--- src/rtl/dmem_arb_pkg.sv ---
// -----------------------------------------------------------------------------
// dmem_arb_pkg
// Shared definitions for the data-memory arbiter: FSM state encoding, default
// bus widths and the watchdog counter width.
// -----------------------------------------------------------------------------
package dmem_arb_pkg;

  localparam int unsigned DEF_ADDR_W = 32;   // default line address width
  localparam int unsigned DEF_LINE_W = 256;  // default line data width
  localparam int unsigned WDOG_W     = 10;   // watchdog width, covers TIMEOUT up to 1023

  typedef enum logic [1:0] {
    ST_IDLE = 2'b00,
    ST_GNT0 = 2'b01,
    ST_GNT1 = 2'b10
  } state_t;

endpackage : dmem_arb_pkg

--- src/rtl/dmem_arbiter.sv ---
// -----------------------------------------------------------------------------
// dmem_arbiter
// Two-requester arbiter (m0 = icache, m1 = dcache) in front of a single data
// memory port. Round-robin between simultaneous requests, one transaction at a
// time, mandatory idle cycle between transactions, and a watchdog that abandons
// a grant the memory never acknowledges and raises a sticky error flag.
//
// Ports
//   clk_i, rst_i            clock, asynchronous active-low reset
//   mX_enable_i             request, held high until mX_ack_o
//   mX_write_i              1 = line write, 0 = line read
//   mX_addr_i / mX_data_i   line address / write line of requester X
//   mX_data_o / mX_ack_o    read line / completion pulse to requester X
//   mem_enable_o            high exactly while a requester is granted
//   mem_write_o/addr_o/data_o  request fields of the granted requester
//   mem_data_i / mem_ack_i  read line / single-cycle completion from memory
//   timeout_o               sticky watchdog error flag
// -----------------------------------------------------------------------------
module dmem_arbiter
  import dmem_arb_pkg::*;
#(
  parameter int unsigned ADDR_W  = DEF_ADDR_W,
  parameter int unsigned LINE_W  = DEF_LINE_W,
  parameter int unsigned TIMEOUT = 1023
) (
  input  logic              clk_i,
  input  logic              rst_i,
  input  logic              m0_enable_i,
  input  logic              m0_write_i,
  input  logic [ADDR_W-1:0] m0_addr_i,
  input  logic [LINE_W-1:0] m0_data_i,
  output logic [LINE_W-1:0] m0_data_o,
  output logic              m0_ack_o,
  input  logic              m1_enable_i,
  input  logic              m1_write_i,
  input  logic [ADDR_W-1:0] m1_addr_i,
  input  logic [LINE_W-1:0] m1_data_i,
  output logic [LINE_W-1:0] m1_data_o,
  output logic              m1_ack_o,
  output logic              mem_enable_o,
  output logic              mem_write_o,
  output logic [ADDR_W-1:0] mem_addr_o,
  output logic [LINE_W-1:0] mem_data_o,
  input  logic [LINE_W-1:0] mem_data_i,
  input  logic              mem_ack_i,
  output logic              timeout_o
);

  // Last granted-cycle count before the watchdog fires: a grant lasts at most
  // TIMEOUT cycles without an acknowledge.
  localparam logic [WDOG_W-1:0] WDOG_LIMIT = WDOG_W'(TIMEOUT - 1);

  state_t            r_state;
  logic              r_last_gnt;   // 0 = m0 granted last, 1 = m1 granted last
  logic [WDOG_W-1:0] r_wdog;
  logic              r_timeout;

  state_t            w_state_nxt;
  logic              w_timeout_set;
  logic              w_gnt0;
  logic              w_gnt1;
  logic              w_enter_gnt;

  assign w_gnt0      = (r_state == ST_GNT0);
  assign w_gnt1      = (r_state == ST_GNT1);
  assign w_enter_gnt = (r_state == ST_IDLE) && (w_state_nxt != ST_IDLE);

  // Next-state logic. The requester's enable is deliberately not looked at once
  // granted: a grant only ends on acknowledge or watchdog expiry.
  always_comb begin
    // NOTE: every output of this block gets a default first so no path can
    // leave a signal unassigned and infer a latch.
    w_state_nxt   = r_state;
    w_timeout_set = 1'b0;
    case (r_state)
      ST_IDLE: begin
        if (m0_enable_i && m1_enable_i) begin
          // Tie: the side that was not granted last wins.
          w_state_nxt = r_last_gnt ? ST_GNT0 : ST_GNT1;
        end else if (m0_enable_i) begin
          w_state_nxt = ST_GNT0;
        end else if (m1_enable_i) begin
          w_state_nxt = ST_GNT1;
        end
      end
      ST_GNT0, ST_GNT1: begin
        if (mem_ack_i) begin
          w_state_nxt = ST_IDLE;
        end else if (r_wdog == WDOG_LIMIT) begin
          w_state_nxt   = ST_IDLE;
          w_timeout_set = 1'b1;
        end
      end
      default: w_state_nxt = ST_IDLE;
    endcase
  end

  always_ff @(posedge clk_i or negedge rst_i) begin
    if (!rst_i) begin
      r_state    <= ST_IDLE;
      r_last_gnt <= 1'b1;          // makes m0 win the first tie
      r_wdog     <= '0;
      r_timeout  <= 1'b0;
    end else begin
      // NOTE: non-blocking assignments so every register samples the values
      // from before this edge, independent of statement order.
      r_state <= w_state_nxt;
      if (w_enter_gnt) begin
        r_last_gnt <= (w_state_nxt == ST_GNT1);
        r_wdog     <= '0;
      end else if ((r_state != ST_IDLE) && !mem_ack_i) begin
        r_wdog <= r_wdog + WDOG_W'(1);
      end
      if (w_timeout_set) begin
        r_timeout <= 1'b1;
      end
    end
  end

  // Memory-side request mux; all zero while idle (and therefore in reset).
  always_comb begin
    mem_write_o = 1'b0;
    mem_addr_o  = '0;
    mem_data_o  = '0;
    if (w_gnt0) begin
      mem_write_o = m0_write_i;
      mem_addr_o  = m0_addr_i;
      mem_data_o  = m0_data_i;
    end else if (w_gnt1) begin
      mem_write_o = m1_write_i;
      mem_addr_o  = m1_addr_i;
      mem_data_o  = m1_data_i;
    end
  end

  assign mem_enable_o = w_gnt0 | w_gnt1;

  // Acks reach only the granted side; an ack while idle is dropped here. The
  // read line is steered the same way so a requester never sees another's data
  // and all outputs are zero while the state register is held in reset.
  assign m0_ack_o  = mem_ack_i & w_gnt0;
  assign m1_ack_o  = mem_ack_i & w_gnt1;
  assign m0_data_o = w_gnt0 ? mem_data_i : '0;
  assign m1_data_o = w_gnt1 ? mem_data_i : '0;

  assign timeout_o = r_timeout;

endmodule : dmem_arbiter
--- config.mk ---
export PLATFORM = sky130hd
export DESIGN_NAME = dmem_arbiter
export DESIGN_NICKNAME = d
export VERILOG_FILES = /design/src/rtl/dmem_arb_pkg.sv /design/src/rtl/dmem_arbiter.sv
export SDC_FILE = /design/constraint.sdc
export NUM_CORES = 1
export LEC_CHECK = 0
export CAP_MARGIN = 20
export CORE_AREA = 2 2 647 649
export DETAILED_ROUTE_END_ITERATION = 8
export DIE_AREA = 0 0 649 651
export HOLD_SLACK_MARGIN = 0.05
export SLEW_MARGIN = 20
export SYNTH_ARGS = -nofsm -noshare
export SYNTH_HDL_FRONTEND = slang
export SYNTH_SLANG_ARGS = --single-unit
--- constraint.sdc ---
create_clock -name clk_i -period 2 [get_ports clk_i]
set_clock_uncertainty 0.05 [all_clocks]
set_input_delay 0.4 -clock clk_i [delete_from_list [all_inputs] [get_ports clk_i]]
set_output_delay 0.4 -clock clk_i [all_outputs]
set_load 0.05 [all_outputs]
==> results.md, run 1 <==
- Most frequent cells in the layout: buf_12 (919), clkdlybuf4s50_1 (838), nand2_1 (486)
- Crit path from: r_state[0]$_DFF_PN0_
- Post-synthesis compound-gate area fraction: 19.4%
- ANT nets after route: 0
- DR iter-0 viols: 1386
- Pwr/cell area: 1520 nW/um2
- Worst r2r dst: r_wdog[9]$_DFFE_PN0P_
- Share of cells above drive strength 1: about three fifths
- FP Rows: about 240
- Register area share after synthesis: around 4.2%
- FF-to-FF setup slack: approximately 30 ps
- Gr busiest metal: met2
- Kind of capture point of the worst setup path: output pin
- Synth async-reset ratio: 100%
- Met3 GRT Util: a little over an eighth
- Post-synth top area cell: and2_1
- Post-Syn Nets: roughly 2500
- I/O Pins: 1644
- Crit Reg-Reg Startpoint: r_state[0]$_DFF_PN0_
- Synth Area in Simple Gates: 66.6%
- Crit path arrival time: between 2000 and 2500 ps
- Clock sinks: 14
- CP startpoint kind: register
- Yosys Warn Count: 0
- Clock power frac: 0.6%
- Worst Hold Class: reg -> reg
- Violated checks: setup timing
- DIE AREA: 422000 um2
- Met2 GRT Util: approximately a third
- Largest net degree at the start of global routing: 74
- Cts bufs inserted: 3
- Max-slew violations: 0
- Worst setup path category: reg -> out
- Sw Pwr: 43.8 mW
- Max transition margin: approximately 36%
- P_leak: approximately 17 nW
- Vias: between 20000 and 25000
- Final Setup Violations: ~800
- # DRC: 0
- CP peak stage delay: about 450 ps
- Clock latency at the later pin of the worst-skew pair: 250 ps
- Post-route cell area: a little under 50000 um2
- WL/cell: approximately 48 um
- Nets@finish: 4304
- First-pass iteration count of the detailed router: 5
- Combinational fraction of design power: roughly 99%
- Worst Path Max Fanout: 24
- CP most frequent cell: buf_4
- Post-synthesis average cell area: just over 5 um2
- H-Tree Depth: 1
- Register bit total from synthesis: 14
- Top post-synthesis cells by area: and2_1 (38%), nand2_1 (26%), o21ai_0 (17%)
- TritonCTS clock tree: done
- CP cell instances: buf_6 > ha_4 > buf_16 > buf_4 > buf_4 > o21ai_4 > buf_12
- Final setup margin: -738 ps
- Fin crit share: 137%
- Int Pwr: about 30 mW
- Post-synth EDFFs: 0
- Cell count along the critical path: 7
- Wirelength, routed: approximately 430000 um
- Number of global-route vias before repair: 22700
- Core Footprint: between 400000 and 500000 um2
- First-pass GRT wire length: 484000 um
- Mapped Cells: about 1600
- Fin util: between 10% and 20%
- Clock transition at the registers of the reported paths: 50 ps
- Fin crit period: ~2700 ps
- Post-Synth Adder-Cell Area: 0.898%
- Initial core utilization: under 10%
- Initial antenna violation count: ~430
- Largest family of logic cells by synthesized area: simple AND/OR/NAND/NOR gates
- Final HPWL DP: around 410000 um
- Worst EP required: between 1500 and 2000 ps
- Vias per std cell: ~2.5
- Mux cell area share after synthesis: 0.120%
- Slew @ Worst Pin: 963 ps
- Syn-to-layout area delta: 483%
- Placed inst area: 46200 um2
- Post-synthesis cell type count: 39
- Clk buf depth: 2
- Top Family by Delay on Critical Path: buffers and inverters
- Share of the synthesized area in the top cell type: approximately two fifths
- CP max-delay cell: dfrtp_2
- Die Y: 651 um
- Remaining Overflow, GRT: 0
- Prevailing post-synth register cell: dfrtp_1
- Most common cell after layout, fill and taps aside: buf_12
- IO buf count: 1643
- Endpoints failing hold: 0
- Synth Cell Area: 8360 um2
- Max Cap Violations: 0
- Status: complete, but fails checks
- Clk root buf: clkbuf_16
- Highest clock rate: 365 MHz
- Die Wd: roughly 650 um
- Met1 Use GR: a little under a fifth
- Fin Setup TNS: -404860 ps
- VDD IR max: 1.14 mV
- Min Hold Slack: roughly 420 ps
- Crit path capture: mem_data_o[135]
- RSZ-0062 raised after global routing: true
- XOR/XNOR Fraction of Synth Area: 0.838%
- Switching share of power: about three fifths
- Placer Congestion: roughly 1.3
- Buf/Inv on CP: 5
- FF-to-FF path depth: 8
- Flop pwr share: less than 1%
- Total track usage: between 10% and 20%
-- what timing repair did --
action                                  in CTS  in global routing
gates cloned                                11                  7
buffers inserted                            25                 14
endpoints found under the setup margin     804                814
pin swaps                                   32                 22
hold buffers                                 0                  0
resized for setup                          267                 92
-- worst reg2reg max path, stage by stage, from the launching register on --
cell and delay [ps]:
dfrtp_2 430, inv_4 60, buf_4 140, buf_4 130, ha_1 240, and4bb_2 360, and4bb_2 250, xnor2_1 130
a21oi_1 60
-- cells by family after synthesis --
logic type | Yosys count
mux | 1
flops | 14
compound gates | 312
xor+xnor | 8
fa+ha+maj | 6
buf+inv | 162
simple gates | 1119
-- flip-flops by register name, indices dropped and copies added (netlist names) --
register / count
r_wdog: 10
r_state: 2
timeout_o: 1
r_last_gnt: 1
-- per-layer routing --
metal | up-vias | share of wire (%) | wire (um)
li1 | 8886 | - | -
met1 | 10500 | 32 | 138000
met2 | 1972 | 47 | 202000
met3 | 1048 | 15 | 63500
met4 | 282 | 5.9 | 25600
met5 | - | 0.44 | 1910
-- worst min path at each step --
stage	to	slack, ps	cells past startpoint	start
6_report	timeout_o$_DFFE_PN0P_	420	1	timeout_o$_DFFE_PN0P_
3_3_place_gp	timeout_o$_DFFE_PN0P_	410	1	timeout_o$_DFFE_PN0P_
5_1_grt	timeout_o$_DFFE_PN0P_	450	1	timeout_o$_DFFE_PN0P_
2_1_floorplan	r_state[0]$_DFF_PN0_	50	0	rst_i
3_5_place_dp	timeout_o$_DFFE_PN0P_	410	1	timeout_o$_DFFE_PN0P_
4_1_cts	timeout_o$_DFFE_PN0P_	430	1	timeout_o$_DFFE_PN0P_
-- power groups by stage --
stage / Clock (mW) / Sequential [mW] / Combinational, mW
after floorplan: 0 / 0.410 / 28.6
after global placement: 0 / 0.417 / 70.2
after detailed placement: 0 / 0.415 / 69.7
after CTS: 0.434 / 0.418 / 72.9
after global routing: 0.448 / 0.425 / 75.0
final: 0.433 / 0.418 / 73.0
-- synthesized netlist by cell type, types with 2 or more instances --
| library cell | n |
|---|---|
| a21oi_1 | 10 |
| and2_1 | 514 |
| and4bb_2 | 2 |
| buf_1 | 6 |
| buf_2 | 42 |
| clkbuf_1 | 107 |
| dfrtp_1 | 13 |
| ha_1 | 6 |
| inv_1 | 6 |
| nand2_1 | 584 |
| nand3_1 | 2 |
| nand4_1 | 3 |
| nor2_1 | 3 |
| nor2b_1 | 3 |
| o21ai_0 | 291 |
| xnor2_1 | 3 |
| xor2_1 | 5 |
-- layout make-up --
type / count / area [um2]
clock buffers: 4 / 88.8
fillers: 47100 / 367000
multi-input cells: 1446 / 11800
flip-flops and latches: 14 / 354
inverters: 6 / 25.0
diodes: 81 / 203
well taps: 5497 / 6880
repair buffers: 1988 / 29400
-- per-stage QoR --
stage          instances  worst slack, ps  total power, mW
5_1_grt             8988             -732             75.9
3_3_place_gp        8894            -1610             70.6
6_report            9036             -738             73.9
2_1_floorplan       1622             -853             29.0
4_1_cts             8938             -766             73.7
3_5_place_dp        8899            -1130             70.1
No activity file was read; power rests on OpenSTA's default activity.
==> run 2: changes to the inputs <==
--- a/config.mk
+++ b/config.mk
@@ -5,11 +5,11 @@
 export SDC_FILE = /design/constraint.sdc
 export NUM_CORES = 1
 export LEC_CHECK = 0
-export CAP_MARGIN = 20
 export CORE_AREA = 2 2 647 649
 export DETAILED_ROUTE_END_ITERATION = 8
 export DIE_AREA = 0 0 649 651
 export HOLD_SLACK_MARGIN = 0.05
+export REMOVE_ABC_BUFFERS = 1
 export SLEW_MARGIN = 20
 export SYNTH_ARGS = -nofsm -noshare
 export SYNTH_HDL_FRONTEND = slang
==> run 2 against run 1 <==
The flow still finishes with violations (setup timing). Hold slack got worse by 10 ps. Sequential share of layout area hardly changed. Critical path depth increased by 1. Die area unchanged. Worst setup slack worse by 6.6 ps. Register-to-register slack got worse by 30 ps. Critical endpoint is now mem_data_o[5]. Largest power group unchanged.
==> results.md, run 2 (synthesis gave the netlist of run 1 again) <==
- Worst Path Max Fanout: 7
- Clk buf depth: 2
- Placed inst area: roughly 43000 um2
- Kind of capture point of the worst setup path: output pin
- Clock latency at the later pin of the worst-skew pair: approximately 250 ps
- Max reg flops: 10
- Worst EP required: between 1500 and 2000 ps
- Largest net degree at the start of global routing: 54
- P_leak: around 18 nW
- Sw Pwr: between 40 and 50 mW
- Total chip power: 76.2 mW
- Placer Congestion: between 1 and 1.5
- Crit path arrival time: 2290 ps
- Number of global-route vias before repair: roughly 21000
- Max Cap Violations: 0
- Flop pwr share: less than 1%
- Status: complete, but fails checks
- Wirelength, routed: 457000 um
- RSZ-0062 raised after global routing: true
- Clock sinks: 14
- Initial core utilization: about 2.0%
- Cts bufs inserted: 3
- Clock power frac: less than 1%
- Vias: around 23000
- VDD IR max: around 0.67 mV
- Die Y: about 650 um
- Initial antenna violation count: 470
- Switching share of power: between 50 and 60%
- DR iter-0 viols: roughly 1400
- Highest clock rate: approximately 360 MHz
- Biggest regs: r_wdog: 10 flops, r_state: 2 flops
- Worst setup path category: reg -> out
- Share of cells above drive strength 1: 47.0%
- Most frequent cells in the layout: buf_12 (894), clkdlybuf4s50_1 (838), nand2_1 (469)
- Fin crit period: ~2700 ps
- Fin cells: approximately 9300
- H-Tree Depth: 1
- Endpoints failing hold: 0
- Fin Setup TNS: -391940 ps
- Most common cell after layout, fill and taps aside: buf_12
- CP startpoint kind: register
- Combinational fraction of design power: a little over nine tenths
- Clk root buf: clkbuf_16
- Fin util: 11.7%
- Max transition margin: between 40% and 50%
- Violated checks: setup timing
- Final Setup Violations: 811
- Pwr/cell area: around 1600 nW/um2
- Worst Hold Class: reg -> reg
- # DRC: 0
- Remaining Overflow, GRT: 0
- Final HPWL DP: between 400000 and 500000 um
- Fin crit share: 137%
- ANT nets after route: 0
- Syn-to-layout area delta: 480%
- Nets@finish: 4507
- Final setup margin: -744 ps
- CP cell instances: buf_6 > ha_4 > buf_12 > buf_16 > buf_4 > nand2_1 > o21ai_4 > buf_12
- Clock transition at the registers of the reported paths: ~50 ps
- First-pass GRT wire length: about 500000 um
- I/O Pins: roughly 1600
- Int Pwr: ~31 mW
- Min Hold Slack: about 410 ps
- CP peak stage delay: 440 ps
- Vias per std cell: ~2.5
- TritonCTS clock tree: done
- Core Footprint: around 420000 um2
- Total track usage: 20.4%
- WL/cell: 49.4 um
- Max-slew violations: 0
- Die Wd: roughly 650 um
- CP most frequent cell: buf_12
- Biggest register: r_wdog
- DIE AREA: between 400000 and 500000 um2
- FP Rows: 237
- Post-route cell area: ~48000 um2
- First-pass iteration count of the detailed router: 7
- Slew @ Worst Pin: 763 ps
- Pre-CTS WS: -1160 ps
- Inst Count DP: around 9000
- CP max-delay cell: o21ai_4
- IO buf count: between 1500 and 2000
-- run 2: cell count changes in the layout (fill, tap and decap cells not counted), moves of 17 or more --
cell / change
and2_4: -366
o21ai_1: +40
clkbuf_16: +36
buf_4: +146
o21ai_4: -161
and2_2: -92
nand2_1: -17
buf_12: -25
and2_1: +458
o21ai_2: +67
o21ai_0: +54
buf_6: +23
-- run 2: power groups by stage --
stage	sequential [mW]	clock, mW	combinational (mW)
3_3_place_gp	0.400	0	66.9
6_report	0.403	0.425	75.4
2_1_floorplan	0.405	0	8.02
4_1_cts	0.397	0.434	70.5
5_1_grt	0.412	0.443	78.1
3_5_place_dp	0.401	0	66.7
-- run 2: layout make-up --
class,count,area [um2]
Inverter,6,22.5
Clock buffer,4,88.8
Multi-Input combinational cell,1446,9330
Tap cell,5497,6880
Antenna cell,96,240
Sequential cell,14,352
Fill cell,47400,367000
Timing Repair Buffer,2191,31600
-- run 2: repair_timing --
| item | in CTS | in global routing |
|---|---|---|
| cloned | 16 | 45 |
| endpoints found under the setup margin | 802 | 810 |
| hold buffers | 0 | 0 |
| pin swaps | 18 | 115 |
| gates resized for setup | 315 | 548 |
| setup buffers | 23 | 87 |
-- run 2: metal layers --
layer / track usage, % / wire length, um
met1: 21.0 / 162000
met3: 12.9 / 64600
met4: 3.17 / 12500
met5: 0 / 1110
met2: 35.5 / 218000
-- run 2: critical path, delay by kind of cell, from the launching register on --
family / cells / cell delay (ps)
buffers and inverters: 5 / 860
AOI/OAI and AO/OA: 1 / 440
DFF: 1 / 390
adders and majority gates: 1 / 190
and+or+nand+nor: 1 / 90
-- run 2: path summary, 6_finish.rpt --
check	slack, ps	endpoint	cells after the start	start
worst max-delay path	-740	mem_data_o[5]	8	r_state[1]$_DFF_PN0_
worst min-delay path	410	timeout_o$_DFFE_PN0P_	1	timeout_o$_DFFE_PN0P_
worst max register to register	0	r_wdog[7]$_DFFE_PN0P_	8	r_state[0]$_DFF_PN0_
worst min register to register	410	timeout_o$_DFFE_PN0P_	1	timeout_o$_DFFE_PN0P_
max in group asynchronous	860	r_state[1]$_DFF_PN0_	1	rst_i
min in group asynchronous	560	r_wdog[4]$_DFFE_PN0P_	1	rst_i
